$ cat src/rtl/mouse_master_ctrl_p.sv
// PS/2 mouse host controller.
// Runs the init sequence: reset, optional IntelliMouse knock, rate/resolution, enable.
// Failed attempts are retried a bounded number of times.
// Once streaming, it assembles 3- or 4-byte packets in shadow registers and publishes
// each packet atomically with a one-cycle interrupt.
module mouse_master_ctrl_p #(
    parameter int unsigned INIT_WAIT_CYCLES    = 5000000,
    parameter int unsigned RESP_TIMEOUT_CYCLES = 2000000,
    parameter int unsigned MAX_RETRIES         = 3,
    parameter bit          EXT_MODE_EN         = 1'b1,
    parameter logic [7:0]  SAMPLE_RATE         = 8'd100,
    parameter logic [7:0]  RESOLUTION          = 8'd2
) (
    input  logic       CLK,
    input  logic       RESET,
    output logic       SEND_BYTE,
    output logic [7:0] BYTE_TO_SEND,
    input  logic       BYTE_SENT,
    output logic       READ_ENABLE,
    input  logic [7:0] BYTE_READ,
    input  logic [1:0] BYTE_ERROR_CODE,
    input  logic       BYTE_READY,
    output logic [7:0] MOUSE_STATUS,
    output logic [7:0] MOUSE_DX,
    output logic [7:0] MOUSE_DY,
    output logic [7:0] MOUSE_DZ,
    output logic       SEND_INTERRUPT,
    output logic       INTELLI_MODE,
    output logic       STREAMING,
    output logic       INIT_FAIL,
    output logic [3:0] RETRY_COUNT,
    output logic [7:0] RESYNC_COUNT,
    output logic [5:0] STATE_CODE
);

    typedef enum logic [5:0] {
        StInitWait = 6'd0,
        StSend     = 6'd1,
        StWaitSent = 6'd2,
        StWaitAck  = 6'd3,
        StWaitAa   = 6'd4,
        StWaitId0  = 6'd5,
        StReadId   = 6'd6,
        StB0       = 6'd7,
        StB1       = 6'd8,
        StB2       = 6'd9,
        StB3       = 6'd10,
        StCommit   = 6'd11,
        StFail     = 6'd12
    } state_e;

    // Command table indices: 0 = reset, 1..7 = knock + F2, 8..12 = final config.
    localparam logic [3:0]  IdxKnock     = 4'd1;
    localparam logic [3:0]  IdxGetId     = 4'd7;
    localparam logic [3:0]  IdxConfig    = 4'd8;
    localparam logic [3:0]  IdxLast      = 4'd12;
    localparam logic [3:0]  MaxRetries   = 4'(MAX_RETRIES);
    localparam logic [31:0] InitWaitLast = 32'(INIT_WAIT_CYCLES - 1);
    localparam logic [31:0] RespLast     = 32'(RESP_TIMEOUT_CYCLES - 1);

    state_e      state_q, state_d;
    logic [31:0] timer_q, timer_d;
    logic [3:0]  cmd_idx_q, cmd_idx_d;
    logic [3:0]  retry_q, retry_d;
    logic [7:0]  resync_q, resync_d;
    logic        intelli_q, intelli_d;
    logic        streaming_q, streaming_d;
    logic        init_fail_q, init_fail_d;
    logic        send_q, send_d;
    logic [7:0]  tx_q, tx_d;
    logic        irq_q, irq_d;
    logic [7:0]  sh0_q, sh0_d, sh1_q, sh1_d, sh2_q, sh2_d, sh3_q, sh3_d;
    logic [7:0]  status_q, status_d, dx_q, dx_d, dy_q, dy_d, dz_q, dz_d;

    logic rx_ok;
    logic rx_bad;
    logic timed_out;
    logic counting;
    logic init_err;
    logic stream_err;
    logic resync_inc;

    function automatic logic [7:0] cmd_byte(input logic [3:0] idx);
        case (idx)
            4'd0:    cmd_byte = 8'hFF;
            4'd1:    cmd_byte = 8'hF3;
            4'd2:    cmd_byte = 8'hC8;
            4'd3:    cmd_byte = 8'hF3;
            4'd4:    cmd_byte = 8'h64;
            4'd5:    cmd_byte = 8'hF3;
            4'd6:    cmd_byte = 8'h50;
            4'd7:    cmd_byte = 8'hF2;
            4'd8:    cmd_byte = 8'hF3;
            4'd9:    cmd_byte = SAMPLE_RATE;
            4'd10:   cmd_byte = 8'hE8;
            4'd11:   cmd_byte = RESOLUTION;
            4'd12:   cmd_byte = 8'hF4;
            default: cmd_byte = 8'hFF;
        endcase
    endfunction

    assign rx_ok     = BYTE_READY && (BYTE_ERROR_CODE == 2'b00);
    assign rx_bad    = BYTE_READY && (BYTE_ERROR_CODE != 2'b00);
    assign timed_out = (timer_q >= RespLast);
    assign counting  = state_q inside {StInitWait, StWaitSent, StWaitAck, StWaitAa, StWaitId0,
                                       StReadId, StB1, StB2, StB3};

    // Next-state, handshake and packet assembly logic.
    always_comb begin
        state_d     = state_q;
        cmd_idx_d   = cmd_idx_q;
        retry_d     = retry_q;
        resync_d    = resync_q;
        intelli_d   = intelli_q;
        streaming_d = streaming_q;
        init_fail_d = init_fail_q;
        send_d      = 1'b0;
        tx_d        = tx_q;
        irq_d       = 1'b0;
        sh0_d       = sh0_q;
        sh1_d       = sh1_q;
        sh2_d       = sh2_q;
        sh3_d       = sh3_q;
        status_d    = status_q;
        dx_d        = dx_q;
        dy_d        = dy_q;
        dz_d        = dz_q;
        init_err    = 1'b0;
        stream_err  = 1'b0;
        resync_inc  = 1'b0;

        unique case (state_q)
            StInitWait: if (timer_q >= InitWaitLast) state_d = StSend;
            StSend: begin
                send_d  = 1'b1;
                tx_d    = cmd_byte(cmd_idx_q);
                state_d = StWaitSent;
            end
            StWaitSent: begin
                if (BYTE_SENT)      state_d = StWaitAck;
                else if (timed_out) init_err = 1'b1;
            end
            StWaitAck: begin
                if (BYTE_READY) begin
                    if (rx_ok && BYTE_READ == 8'hFA) begin
                        if (cmd_idx_q == 4'd0) begin
                            state_d = StWaitAa;
                        end else if (cmd_idx_q == IdxGetId) begin
                            state_d = StReadId;
                        end else if (cmd_idx_q == IdxLast) begin
                            state_d     = StB0;
                            streaming_d = 1'b1;
                            retry_d     = 4'd0;
                        end else begin
                            cmd_idx_d = cmd_idx_q + 4'd1;
                            state_d   = StSend;
                        end
                    end else begin
                        init_err = 1'b1;
                    end
                end else if (timed_out) begin
                    init_err = 1'b1;
                end
            end
            StWaitAa: begin
                if (BYTE_READY) begin
                    if (rx_ok && BYTE_READ == 8'hAA) state_d = StWaitId0;
                    else                             init_err = 1'b1;
                end else if (timed_out) begin
                    init_err = 1'b1;
                end
            end
            StWaitId0: begin
                if (BYTE_READY) begin
                    if (rx_ok && BYTE_READ == 8'h00) begin
                        cmd_idx_d = EXT_MODE_EN ? IdxKnock : IdxConfig;
                        state_d   = StSend;
                    end else begin
                        init_err = 1'b1;
                    end
                end else if (timed_out) begin
                    init_err = 1'b1;
                end
            end
            StReadId: begin
                if (BYTE_READY) begin
                    if (rx_ok && (BYTE_READ == 8'h03 || BYTE_READ == 8'h00)) begin
                        intelli_d = (BYTE_READ == 8'h03);
                        cmd_idx_d = IdxConfig;
                        state_d   = StSend;
                    end else begin
                        init_err = 1'b1;
                    end
                end else if (timed_out) begin
                    init_err = 1'b1;
                end
            end
            // B0 has no gap timeout: an idle mouse sends nothing.
            StB0: begin
                if (rx_bad) begin
                    stream_err = 1'b1;
                end else if (BYTE_READY) begin
                    if (BYTE_READ[3]) begin
                        sh0_d   = BYTE_READ;
                        state_d = StB1;
                    end else begin
                        resync_inc = 1'b1;
                    end
                end
            end
            StB1, StB2, StB3: begin
                if (rx_bad) begin
                    stream_err = 1'b1;
                end else if (BYTE_READY) begin
                    if (state_q == StB1) begin
                        sh1_d   = BYTE_READ;
                        state_d = StB2;
                    end else if (state_q == StB2) begin
                        sh2_d   = BYTE_READ;
                        state_d = intelli_q ? StB3 : StCommit;
                    end else begin
                        sh3_d   = BYTE_READ;
                        state_d = StCommit;
                    end
                end else if (timed_out) begin
                    resync_inc = 1'b1;
                    state_d    = StB0;
                end
            end
            StCommit: begin
                status_d = sh0_q;
                dx_d     = sh1_q;
                dy_d     = sh2_q;
                dz_d     = intelli_q ? sh3_q : 8'h00;
                irq_d    = 1'b1;
                state_d  = StB0;
            end
            StFail: state_d = StFail;
            default: begin
                state_d     = StInitWait;
                cmd_idx_d   = 4'd0;
                retry_d     = 4'd0;
                intelli_d   = 1'b0;
                streaming_d = 1'b0;
            end
        endcase

        if (init_err) begin
            retry_d   = retry_q + 4'd1;
            cmd_idx_d = 4'd0;
            intelli_d = 1'b0;
            if (retry_d < MaxRetries) begin
                state_d = StInitWait;
            end else begin
                state_d     = StFail;
                init_fail_d = 1'b1;
            end
        end

        // Line error while streaming means the link is suspect: full reinit.
        if (stream_err) begin
            state_d     = StInitWait;
            cmd_idx_d   = 4'd0;
            intelli_d   = 1'b0;
            streaming_d = 1'b0;
        end

        if (resync_inc && resync_q != 8'hFF) resync_d = resync_q + 8'd1;
    end

    // Shared wait/timeout counter, restarted on every state change.
    always_comb begin
        timer_d = 32'd0;
        if (counting && state_d == state_q) timer_d = timer_q + 32'd1;
    end

    // State and output registers.
    always_ff @(posedge CLK or posedge RESET) begin
        if (RESET) begin
            state_q     <= StInitWait;
            timer_q     <= 32'd0;
            cmd_idx_q   <= 4'd0;
            retry_q     <= 4'd0;
            resync_q    <= 8'd0;
            intelli_q   <= 1'b0;
            streaming_q <= 1'b0;
            init_fail_q <= 1'b0;
            send_q      <= 1'b0;
            tx_q        <= 8'h00;
            irq_q       <= 1'b0;
            sh0_q       <= 8'h00;
            sh1_q       <= 8'h00;
            sh2_q       <= 8'h00;
            sh3_q       <= 8'h00;
            status_q    <= 8'h00;
            dx_q        <= 8'h00;
            dy_q        <= 8'h00;
            dz_q        <= 8'h00;
        end else begin
            state_q     <= state_d;
            timer_q     <= timer_d;
            cmd_idx_q   <= cmd_idx_d;
            retry_q     <= retry_d;
            resync_q    <= resync_d;
            intelli_q   <= intelli_d;
            streaming_q <= streaming_d;
            init_fail_q <= init_fail_d;
            send_q      <= send_d;
            tx_q        <= tx_d;
            irq_q       <= irq_d;
            sh0_q       <= sh0_d;
            sh1_q       <= sh1_d;
            sh2_q       <= sh2_d;
            sh3_q       <= sh3_d;
            status_q    <= status_d;
            dx_q        <= dx_d;
            dy_q        <= dy_d;
            dz_q        <= dz_d;
        end
    end

    assign SEND_BYTE      = send_q;
    assign BYTE_TO_SEND   = tx_q;
    assign READ_ENABLE    = state_q inside {StWaitAck, StWaitAa, StWaitId0, StReadId,
                                            StB0, StB1, StB2, StB3};
    assign MOUSE_STATUS   = status_q;
    assign MOUSE_DX       = dx_q;
    assign MOUSE_DY       = dy_q;
    assign MOUSE_DZ       = dz_q;
    assign SEND_INTERRUPT = irq_q;
    assign INTELLI_MODE   = intelli_q;
    assign STREAMING      = streaming_q;
    assign INIT_FAIL      = init_fail_q;
    assign RETRY_COUNT    = retry_q;
    assign RESYNC_COUNT   = resync_q;
    assign STATE_CODE     = state_q;

endmodule

$ cat config.mk
export PLATFORM = sky130hd
export DESIGN_NAME = mouse_master_ctrl_p
export DESIGN_NICKNAME = d
export VERILOG_FILES = /design/src/rtl/mouse_master_ctrl_p.sv
export SDC_FILE = /design/constraint.sdc
export NUM_CORES = 1
export LEC_CHECK = 0
export CAP_MARGIN = 30
export CORE_ASPECT_RATIO = 0.5
export CORE_MARGIN = 2
export CORE_UTILIZATION = 45
export DETAILED_ROUTE_END_ITERATION = 16
export PLACE_DENSITY = 0.69
export SYNTH_ARGS = -nofsm -noshare
export SYNTH_HDL_FRONTEND = slang
export SYNTH_SLANG_ARGS = --single-unit
$ cat constraint.sdc
create_clock -name CLK -period 4.2 [get_ports CLK]
set_input_delay 0.84 -clock CLK [delete_from_list [all_inputs] [get_ports CLK]]
set_output_delay 0.84 -clock CLK [all_outputs]
set_load 0.02 [all_outputs]
==> run metrics <==
die height 89.9 um; Core Box Area 0.0144 mm^2; Post-Synth Adder-Cell Area 2.45%; clock skew after layout 11.8 ps; Max-slew headroom 51.4%; number of clock sinks 131; area of the multi-input gates 0.00314 mm^2; Worst Setup Slack post-DPL 318 ps; die boundary width 176 um; wl on met1 7200 um; number of gates given a new drive strength after cts 0; post-layout total power 3.14 mW; dominant delay contributor by cell family on the critical path compound AO/OA/AOI/OAI gates; yosys warns 0; final clock period utilization by the worst path 82.9%; flop-to-flop setup slack 760 ps; Max stage delay cell, worst path clkdlybuf4s50_1; highest layer used for signal routing met4; hold path startpoint INIT_FAIL$_DFFE_PP0P_; EDFF count, synth 0; count of final hold-check violations 0; CP cell instances clkdlybuf4s50_1 -> nor2_1 -> o21ai_0 -> a21o_2 -> a22oi_4 -> a31oi_2 -> o21a_1 -> o2111a_1 -> a211oi_4 -> buf_12 -> nor3_1; type of the most critical hold path flip-flop to flip-flop; number of buffers on the longest clock path 2; routed vias/inst 5.29; data arrival time at the worst-slack endpoint 3760 ps; Worst Reg-to-Reg Cells 10; Clk Latency, worst-skew pair 410 ps; Req. time, crit path 4480 ps; Iter 0 DRT Violations 374; synthesized area divided by synthesized cell count 10.4 um^2; final design instance area without fill 0.00819 mm^2; first-pass GRT wire length 25300 um; largest driver fanout on the critical path 23; number of endpoints failing setup at the final stage 0; Root Buffer clkbuf_16; Worst Hold End INIT_FAIL$_DFFE_PP0P_; Port Buf Inserts 77; proportion of layout cells with a drive suffix above 1 17.1%; simple-gate share of the synthesized area 22.8%; TritonCTS clock tree built; peak supply drop 0.272 mV; status finished, final reports clean; timing-limited maximum frequency 0.287 GHz; setup repair bufs after CTS 0; Synth Area in XOR/XNOR 4.22%; drc violations 0; part of the Yosys area used for sequential elements 49.4%; FF/Latch Area 0.00328 mm^2; count of distinct cell types in the synthesized netlist 79; startpoint class of the critical path primary input; Placed Instance Area 0.00761 mm^2; layout filler cell count 1267; average wire per cell in the routed design 15.7 um; maximum number of pins on one net before global-route repair 59; fraction of registers with async set/reset 100%; Num CTS Buffers 17; accumulated negative setup slack 0 ps; complex-gate fraction of the synthesized area 10.7%; share of cell area taken by muxes after synthesis 6.54%; number of H-tree branching levels 4; Worst Hold Path Cells 1; number of global-route vias before repair 4925; reg2reg start STATE_CODE[2]$_DFF_PP0_; number of detailed-route iterations in the first pass 6; PwrDens 384 mW/mm^2; predominant post-synthesis flop cell dfrtp_1; Layout area overhead 23.4%; unrepaired setup endpoints after global routing false; clock edge transition at the registers on the reported setup and hold paths 60 ps; combined area of all synthesized cells 0.00663 mm^2; combinational family with the most area after synthesis simple AND/OR/NAND/NOR gates; DRT Wirelength 14800 um; GRT Residual Overflow 0; worst setup slack after layout 719 ps; number of standard-cell rows in the floorplan 31; reg-to-reg endpoint timer_q[2]$_DFF_PP0_; leakage component of the power 3.65 nW; Max Cap Viol 0; vias 4965; Crit path buffers/inverters 2; register with the most flip-flops timer_q; time the final worst path needs with I/O delays and setup 3480 ps; Largest register FFs 32; initial antenna violation count 0; hold buffers post-CTS 0; net count reported at finish 755; largest incremental delay on the critical path 570 ps; Initial Util 46.0%; global router's overall resource usage 20.0%; detailed route wirelength on metal2 6600 um; fin. max-slew vios 0; count of nets left with antenna violations after detail routing 0; measured slew at the worst slew-check pin 729 ps; number of antenna diodes 0; nature of the critical path endpoint flip-flop; #FFs+latches synth 131; number of cells after detailed placement 907; number of top-level design ports 78; count of mapped cells out of synthesis 637; worst hold margin 468 ps; share of the core filled with cells in the final layout 56.8%; final cell count without fillers 939; critical path type primary input to flip-flop; Die Outline Area 0.0158 mm^2; final weighted congestion of routability-driven global placement 0.913; half-perimeter wire length of the detailed placement result 10300 um; met3 layer wire length in the routed design 737 um
-- area by class of cell --
type | count | share of cell area [%]
repair buffers | 89 | 10.7
inverters | 20 | 0.963
clock inverters | 14 | 1.77
multi-input cells | 469 | 38.3
clock buffers | 18 | 5.24
well taps | 198 | 3.03
flip-flops and latches | 131 | 40.0
-- synth_stat cells, types with 3 or more instances --
cell | instances | area [um^2]
buf_6 | 4 | 45.0
dfrtp_1 | 131 | 3280
a21oi_1 | 15 | 75.1
a211oi_1 | 3 | 22.5
nor4_4 | 3 | 63.8
nand3_1 | 25 | 125
nor4_1 | 3 | 18.8
a31oi_1 | 7 | 43.8
nand2b_1 | 6 | 37.5
nor2_1 | 30 | 113
xor2_1 | 14 | 123
nand4_1 | 13 | 81.3
mux2i_1 | 4 | 40.0
clkbuf_8 | 4 | 55.1
o31ai_1 | 3 | 22.5
mux2_2 | 33 | 372
clkbuf_1 | 14 | 52.6
nor3_2 | 20 | 200
o21ai_0 | 31 | 155
or2_2 | 3 | 18.8
o211ai_1 | 3 | 22.5
and3_1 | 5 | 31.3
inv_1 | 19 | 71.3
xnor2_1 | 18 | 158
nand2_1 | 133 | 499
or4_4 | 3 | 33.8
ha_1 | 13 | 163
nor3_1 | 5 | 25.0
buf_2 | 3 | 15.0
a21o_1 | 7 | 52.6
nor2b_1 | 4 | 25.0
-- worst reg2reg max path, cell delays in order, from the launching register on --
cell	delay, ps
dfrtp_1	750
nor4b_4	620
a21oi_1	170
o2111ai_2	300
a22oi_4	120
a31oi_2	380
nor3_1	130
a21o_1	230
a211oi_4	290
buf_12	230
nor3_1	100
-- cells by family (layout without fill, tap and decap cells) --
| family | after synthesis | after routing |
|---|---|---|
| AOI/OAI and AO/OA | 99 | 99 |
| xor gates and xnor gates | 32 | 32 |
| adders and majority gates | 13 | 13 |
| buffers and inverters | 47 | 141 |
| DFF | 131 | 131 |
| muxes | 38 | 38 |
| other | 1 | 11 |
| and+or+nand+nor | 276 | 276 |
-- power breakdown --
group	total, mW	leakage [nW]	internal [mW]	switching (mW)
registers	1.35	1.78	1.31	0.0429
logic	0.351	1.60	0.145	0.206
clock network	1.44	0.272	0.834	0.605
-- layout by cell type (no fill, tap or decap), types with 3 or more instances in the layout --
cell / count
nor3_2: 20
nor4_4: 3
a21oi_1: 15
ha_1: 13
clkinv_4: 3
nor4_1: 3
nor2b_1: 4
nand2_1: 133
o211ai_1: 3
mux2_2: 33
a21o_1: 7
o31ai_1: 3
clkinvlp_4: 4
dfrtp_1: 131
nor3_1: 5
buf_4: 11
nor2_1: 30
o21ai_0: 31
conb_1: 11
clkbuf_16: 17
or2_2: 3
nand3_1: 25
inv_6: 5
nand2b_1: 6
xnor2_1: 18
mux2i_1: 4
nand4_1: 13
inv_1: 18
clkdlybuf4s50_1: 77
a31oi_1: 7
xor2_1: 14
or4_4: 3
and3_1: 5
a211oi_1: 3
-- routing by layer --
| metal | global-route usage [%] | up-vias |
|---|---|---|
| met4 | 6.89 | 0 |
| met3 | 4.82 | 18 |
| met5 | 0 | - |
| met1 | 28.5 | 2419 |
| met2 | 30.1 | 125 |
| li1 | - | 2403 |
-- how the worst max path moves through the flow --
stage	from	endpoint	slack [ps]	cells after the start
3_5_place_dp	BYTE_READ[2]	timer_q[2]$_DFF_PP0_	320	10
3_3_place_gp	BYTE_READ[0]	timer_q[3]$_DFF_PP0_	390	11
6_report	BYTE_READ[6]	timer_q[2]$_DFF_PP0_	720	11
5_1_grt	STATE_CODE[2]$_DFF_PP0_	timer_q[3]$_DFF_PP0_	510	10
4_1_cts	BYTE_READ[0]	timer_q[2]$_DFF_PP0_	750	11
2_1_floorplan	BYTE_READ[1]	timer_q[14]$_DFF_PP0_	1020	11
No activity file was read; power rests on OpenSTA's default activity.
